## config.mk

```make
export PLATFORM = sky130hd
export DESIGN_NAME = arbitro_escrita_banco
export DESIGN_NICKNAME = d
export VERILOG_FILES = /design/src/rtl/arbitro_escrita_banco.sv
export SDC_FILE = /design/constraint.sdc
export NUM_CORES = 1
export LEC_CHECK = 0
export BUFFER_PORTS_ARGS = -buffer_cell sky130_fd_sc_hd__buf_2
export CAP_MARGIN = 20
export CORE_UTILIZATION = 25
export CTS_BUF_LIST = sky130_fd_sc_hd__clkbuf_4
export CTS_CLUSTER_DIAMETER = 60
export DETAILED_ROUTE_END_ITERATION = 16
export GPL_TIMING_DRIVEN = 0
export PLACE_DENSITY_LB_ADDON = 0.2
export SYNTH_ARGS = -nofsm -noshare
export SYNTH_HDL_FRONTEND = slang
export SYNTH_SLANG_ARGS = --single-unit
```

## constraint.sdc

```tcl
create_clock -name Clock -period 1.09 [get_ports Clock]
set_input_delay 0.0545 -clock Clock [delete_from_list [all_inputs] [get_ports Clock]]
set_output_delay 0.0545 -clock Clock [all_outputs]
set_load 0.02 [all_outputs]
```

## src/rtl/arbitro_escrita_banco.sv

```systemverilog
// -----------------------------------------------------------------------------
// arbitro_escrita_banco
//
// Write-port arbiter and initialization sequencer for the register bank
// (2^LARGURA_END registers of LARGURA_DADO bits, one write port).
//
// After reset it walks every register address and writes VALOR_INICIAL to
// each. Once that walk finishes, it shares the single write port between
// requester A (ULA writeback) and requester B (memory load writeback). Arbitration
// is round-robin and uses a req/ack handshake. All outputs are registered and
// drive the bank directly. The bank commits on the edge after they change.
//
// Optional feature (macro ARB_R0_ZERO_EN):
//   defined   -> a grant targeting register 0 still pulses Ack, but RegWrite
//                stays low, so R0 keeps its init value (hardwired zero).
//   undefined -> register 0 is an ordinary register.
//
// Ports:
//   Clock        in   single clock, all state on posedge
//   Reset        in   synchronous, active-high reset
//   ReqA/ReqB    in   write request, held until the matching Ack is seen
//   RegA/RegB    in   destination register, stable while Req is high
//   DadoA/DadoB  in   write data, stable while Req is high
//   AckA/AckB    out  one-cycle grant pulse
//   RegWrite     out  bank write enable
//   RegEscr      out  bank write address
//   DadoEscr     out  bank write data
//   Pronto       out  init sequence finished, requests are being serviced
//   Prioridade   out  round-robin pointer (0 = A preferred, 1 = B preferred)
// -----------------------------------------------------------------------------
module arbitro_escrita_banco #(
  parameter int unsigned                 LARGURA_DADO  = 8,
  parameter int unsigned                 LARGURA_END   = 3,
  parameter logic [LARGURA_DADO-1:0]     VALOR_INICIAL = 8'h00
) (
  input  logic                    Clock,
  input  logic                    Reset,
  input  logic                    ReqA,
  input  logic [LARGURA_END-1:0]  RegA,
  input  logic [LARGURA_DADO-1:0] DadoA,
  output logic                    AckA,
  input  logic                    ReqB,
  input  logic [LARGURA_END-1:0]  RegB,
  input  logic [LARGURA_DADO-1:0] DadoB,
  output logic                    AckB,
  output logic                    RegWrite,
  output logic [LARGURA_END-1:0]  RegEscr,
  output logic [LARGURA_DADO-1:0] DadoEscr,
  output logic                    Pronto,
  output logic                    Prioridade
);

  typedef enum logic {
    INICIALIZA = 1'b0,
    ATIVO      = 1'b1
  } estado_t;

  estado_t                 estado, estado_next;
  logic [LARGURA_END-1:0]  cont, cont_next;
  logic                    reg_write_next;
  logic [LARGURA_END-1:0]  reg_escr_next;
  logic [LARGURA_DADO-1:0] dado_escr_next;
  logic                    ack_a_next, ack_b_next;
  logic                    pronto_next;
  logic                    prioridade_next;

  // A requester whose Ack is currently high is the one that was just served.
  // Its Req is still up on this edge, so it must not be counted again.
  logic elegivel_a, elegivel_b;
  logic concede_a, concede_b;

  assign elegivel_a = ReqA && !AckA;
  assign elegivel_b = ReqB && !AckB;

  // Both eligible: Prioridade picks the winner. Otherwise, grant whichever one is eligible.
  assign concede_a = elegivel_a && (!elegivel_b || !Prioridade);
  assign concede_b = elegivel_b && (!elegivel_a ||  Prioridade);

  always_comb begin
    // NOTE: every output of this block gets a default first, so no path can
    // leave a variable unassigned and infer a latch.
    estado_next     = estado;
    cont_next       = cont;
    reg_write_next  = 1'b0;
    reg_escr_next   = RegEscr;
    dado_escr_next  = DadoEscr;
    ack_a_next      = 1'b0;
    ack_b_next      = 1'b0;
    pronto_next     = Pronto;
    prioridade_next = Prioridade;

    unique case (estado)
      INICIALIZA: begin
        // Requests are ignored here. A pending requester simply keeps Req high
        // until the walk is over.
        reg_write_next = 1'b1;
        reg_escr_next  = cont;
        dado_escr_next = VALOR_INICIAL;
        cont_next      = cont + 1'b1;
        if (cont == '1) begin
          estado_next = ATIVO;
          pronto_next = 1'b1;
        end
      end

      ATIVO: begin
        if (concede_a) begin
          ack_a_next      = 1'b1;
          reg_write_next  = 1'b1;
          reg_escr_next   = RegA;
          dado_escr_next  = DadoA;
          prioridade_next = 1'b1;
        end else if (concede_b) begin
          ack_b_next      = 1'b1;
          reg_write_next  = 1'b1;
          reg_escr_next   = RegB;
          dado_escr_next  = DadoB;
          prioridade_next = 1'b0;
        end
`ifdef ARB_R0_ZERO_EN
        // R0 acts as hardwired zero. The grant still completes the handshake,
        // but the bank never sees the write.
        if (reg_escr_next == '0) begin
          reg_write_next = 1'b0;
        end
`endif
      end

      default: begin
        estado_next = INICIALIZA;
      end
    endcase
  end

  always_ff @(posedge Clock) begin
    // NOTE: sequential state uses non-blocking assignments only. All registers
    // then update together from values sampled before the edge.
    if (Reset) begin
      estado     <= INICIALIZA;
      cont       <= '0;
      RegWrite   <= 1'b0;
      RegEscr    <= '0;
      DadoEscr   <= '0;
      AckA       <= 1'b0;
      AckB       <= 1'b0;
      Pronto     <= 1'b0;
      Prioridade <= 1'b0;
    end else begin
      estado     <= estado_next;
      cont       <= cont_next;
      RegWrite   <= reg_write_next;
      RegEscr    <= reg_escr_next;
      DadoEscr   <= dado_escr_next;
      AckA       <= ack_a_next;
      AckB       <= ack_b_next;
      Pronto     <= pronto_next;
      Prioridade <= prioridade_next;
    end
  end

endmodule

```

==> results.toml <==
[placed_design]
placedCellCount = 193
port_buffers = 41
post-dp-hpwl_mm = 2.09
detailed_place.area_um2 = 1400
globalplace.congestion = 0.713

[floorplan]
core_area_um2 = 3800
dieArea_um2 = 4390
dieWidth_um = 66.3
ios = 42
dieHeight_um = 66.3
initial_core_util = 0.272
std_cell_rows = 22

[sta]
min_period_over_period = 1.06
finalSetupViolations = 12
max_slew_headroom_at_the_worst_pin = 0.727
postLayoutSetupSlackWorst_ps = -67.0
skew_ps = 10.3
max_freq_ghz = 0.864
finalCriticalPeriod_ps = 1160
drv_slew = 0
timing_worst_slew_pin_value_ps = 410
rsz_0062_raised_after_global_routing = "yes"
hold_viol_final = 0

[drt]
routedWlPerCell_um = 14.9
top_layer_used = "met4"
drc = 0
met2WireLength_mm = 1.44
drt_iter0_markers = 38
detail_route.vias_per_cell = 5.03
vias = 1032
drt-total-wl_mm = 3.06
drt_first_pass_iters = 4
met3_layer_wire_length_in_the_routed_design_um = 147
wirelength_met1_mm = 1.45
antenna_left = 0

[logic_synthesis]
yosysUniqueCellTypes = 28
synth-adder-area-share = 0.0242
combinational_family_with_the_most_area_after_synthesis = "compound AO/OA/AOI/OAI gates"
synth.yosys.seq_area_share = 0.388
synth_simple_gate_area_frac = 0.190
synth_nets = 132
synth-compound-area-share = 0.297
synth_area_per_cell_um2 = 9.93
syn-cell-area_um2 = 1030
synth.mux.area_fraction = 0.0194
synthesis.yosys.warnings = 0
post_synth_inst_count = 104
synth.ff_latch_count = 20
share_of_the_synthesized_netlist_area_taken_by_xor_and_xnor_gates = 0

[min_path]
hold_wc_path_type = "input port to flop"
worst_hold_path.num_cells = 3

[global_routing]
grt_first_pass_wirelength_mm = 5.04
antenna_found_initial = 0
groute.usage.overall = 0.155
number_of_global_route_vias_before_repair = 1008
grt_max_degree = 12
overflow = 0

[cts]
clock_latency_late_sink_ps = 310
worst_setup_hold_path_clk_slew_ps = 120
cts_num_sinks = 20
cts.htree.levels = 1
root_buffer = "sky130_fd_sc_hd__clkbuf_4"
inserted_clock_buffers = 3
maximum_count_of_clock_buffers_along_a_single_path = 2
cts_tree = "built"

[setup_path]
critPathKind = "flop to flop"
cp_max_fo = 5
worst_setup_path_end_kind = "flop"
worst_setup_path_start_kind = "flop"
worst_ep_arrival_time_ps = 1350
r2r.worst_path.cells = 4
required_ps = 1280

[final_layout]
final_layout_size_suffix_gt1_frac = 0.662
antenna_cells_inserted = 0
final-instance-count-excl-fill = 205
most-common-layout-cells = "42 x sky130_fd_sc_hd__buf_2, 15 x sky130_fd_sc_hd__dfxtp_1, 8 x sky130_fd_sc_hd__a211oi_2"
final_nets = 186
finalCoreUtilization = 0.441
final_common_cell = "sky130_fd_sc_hd__buf_2"
flow.area_growth_from_synthesis_pct = 62.3
postLayoutCellArea_um2 = 1680

[outcome]
failing_checks = "setup timing"
run_status = "finished, violations left"

[power]
worst_ir_drop_vdd_uv = 445
power_density_nw_per_um2 = 874
total_power_mw = 1.46
static-leakage-power_nw = 0.653

[run]
max-cap-violations = 0
per-stage QoR:
| step | hold WS, ps | worst slack (ps) | TNS (ps) |
|---|---|---|---|
| final | 19.7 | -67.0 | -545 |
| after global routing | 29.8 | -127 | -1190 |
| after CTS | 16.4 | -60.0 | -518 |
| after detailed placement | 317 | -140 | -971 |
| after global placement | 311 | -105 | -738 |
| after floorplan | 185 | -31.1 | -209 |
repair_timing:
item,CTS,global route
pin swaps,10,1
endpoints found under the setup margin,14,14
hold endpoints to repair,1,0
resized for setup,26,6
buffers inserted,4,1
hold buffers,1,0
cloned,4,0
area by class of cell:
class / count / area, um^2
multi-input cells: 72 / 726
inverters: 1 / 3.75
clock buffers: 3 / 22.5
clock inverters: 1 / 3.75
flip-flops and latches: 20 / 414
repair buffers: 51 / 350
plain buffers: 9 / 95.1
well taps: 48 / 60.1
fillers: 377 / 2120
synthesized netlist by cell type:
master	number	share of area
sky130_fd_sc_hd__dfxtp_1	20	0.39
sky130_fd_sc_hd__ha_1	2	0.024
sky130_fd_sc_hd__buf_2	4	0.019
sky130_fd_sc_hd__and2b_1	1	0.0073
sky130_fd_sc_hd__mux2i_1	2	0.019
sky130_fd_sc_hd__buf_4	3	0.022
sky130_fd_sc_hd__clkbuf_1	1	0.0036
sky130_fd_sc_hd__nor3_1	10	0.048
sky130_fd_sc_hd__a21oi_1	10	0.048
sky130_fd_sc_hd__a31oi_1	1	0.0061
sky130_fd_sc_hd__or3_1	1	0.0061
sky130_fd_sc_hd__a41oi_1	3	0.025
sky130_fd_sc_hd__nand2b_4	2	0.027
sky130_fd_sc_hd__nor2b_1	3	0.018
sky130_fd_sc_hd__o21ai_1	1	0.0048
sky130_fd_sc_hd__nor2_1	6	0.022
sky130_fd_sc_hd__and2b_2	1	0.0085
sky130_fd_sc_hd__o211a_1	1	0.0097
sky130_fd_sc_hd__buf_6	3	0.033
sky130_fd_sc_hd__o2111ai_1	3	0.025
sky130_fd_sc_hd__o31ai_1	8	0.058
sky130_fd_sc_hd__and3b_4	1	0.012
sky130_fd_sc_hd__nand2b_1	1	0.0061
sky130_fd_sc_hd__nand4b_1	3	0.025
sky130_fd_sc_hd__and2b_4	1	0.0097
sky130_fd_sc_hd__a211oi_2	8	0.097
sky130_fd_sc_hd__inv_1	1	0.0036
sky130_fd_sc_hd__o211ai_1	3	0.022
critical path, stage by stage (launching register included):
cell	delay [ps]
sky130_fd_sc_hd__dfxtp_4	360
sky130_fd_sc_hd__and2b_4	220
sky130_fd_sc_hd__buf_8	140
sky130_fd_sc_hd__o31ai_2	260
sky130_fd_sc_hd__a211oi_2	50
registers in the layout (all words and copies together), names as in the netlist:
name	count
Pronto	1
estado	1
cont	3
RegWrite	1
AckA	1
RegEscr	3
DadoEscr	8
Prioridade	1
AckB	1
cell families (layout without fill, tap and decap cells):
family	count (synthesis)	count (layout)
DFF	20	20
muxes	2	2
AOI/OAI and AO/OA	38	38
and+or+nand+nor	30	30
buffers and inverters	12	65
adders and majority gates	2	2
layer usage:
layer / GRT usage / vias up
met4: 0.0319 / 0
li1: - / 507
met3: 0.0362 / 2
met1: 0.209 / 492
met2: 0.249 / 31
met5: 0 / -
worst paths after layout:
path	startpoint	slack (ps)	end
max	AckA	-70	DadoEscr[5]
min	RegB[0]	20	RegEscr[0]
max reg2reg	AckA	-70	DadoEscr[5]
min reg2reg	Pronto	490	Pronto
report_power, final:
| part | switching, mW | total (mW) | internal (mW) |
|---|---|---|---|
| logic | 0.168 | 0.331 | 0.163 |
| clock network | 0.235 | 0.368 | 0.134 |
| registers | 0.0184 | 0.765 | 0.746 |
| total | 0.421 | 1.46 | 1.04 |
Note: power is estimated with default switching activity, not from simulation.
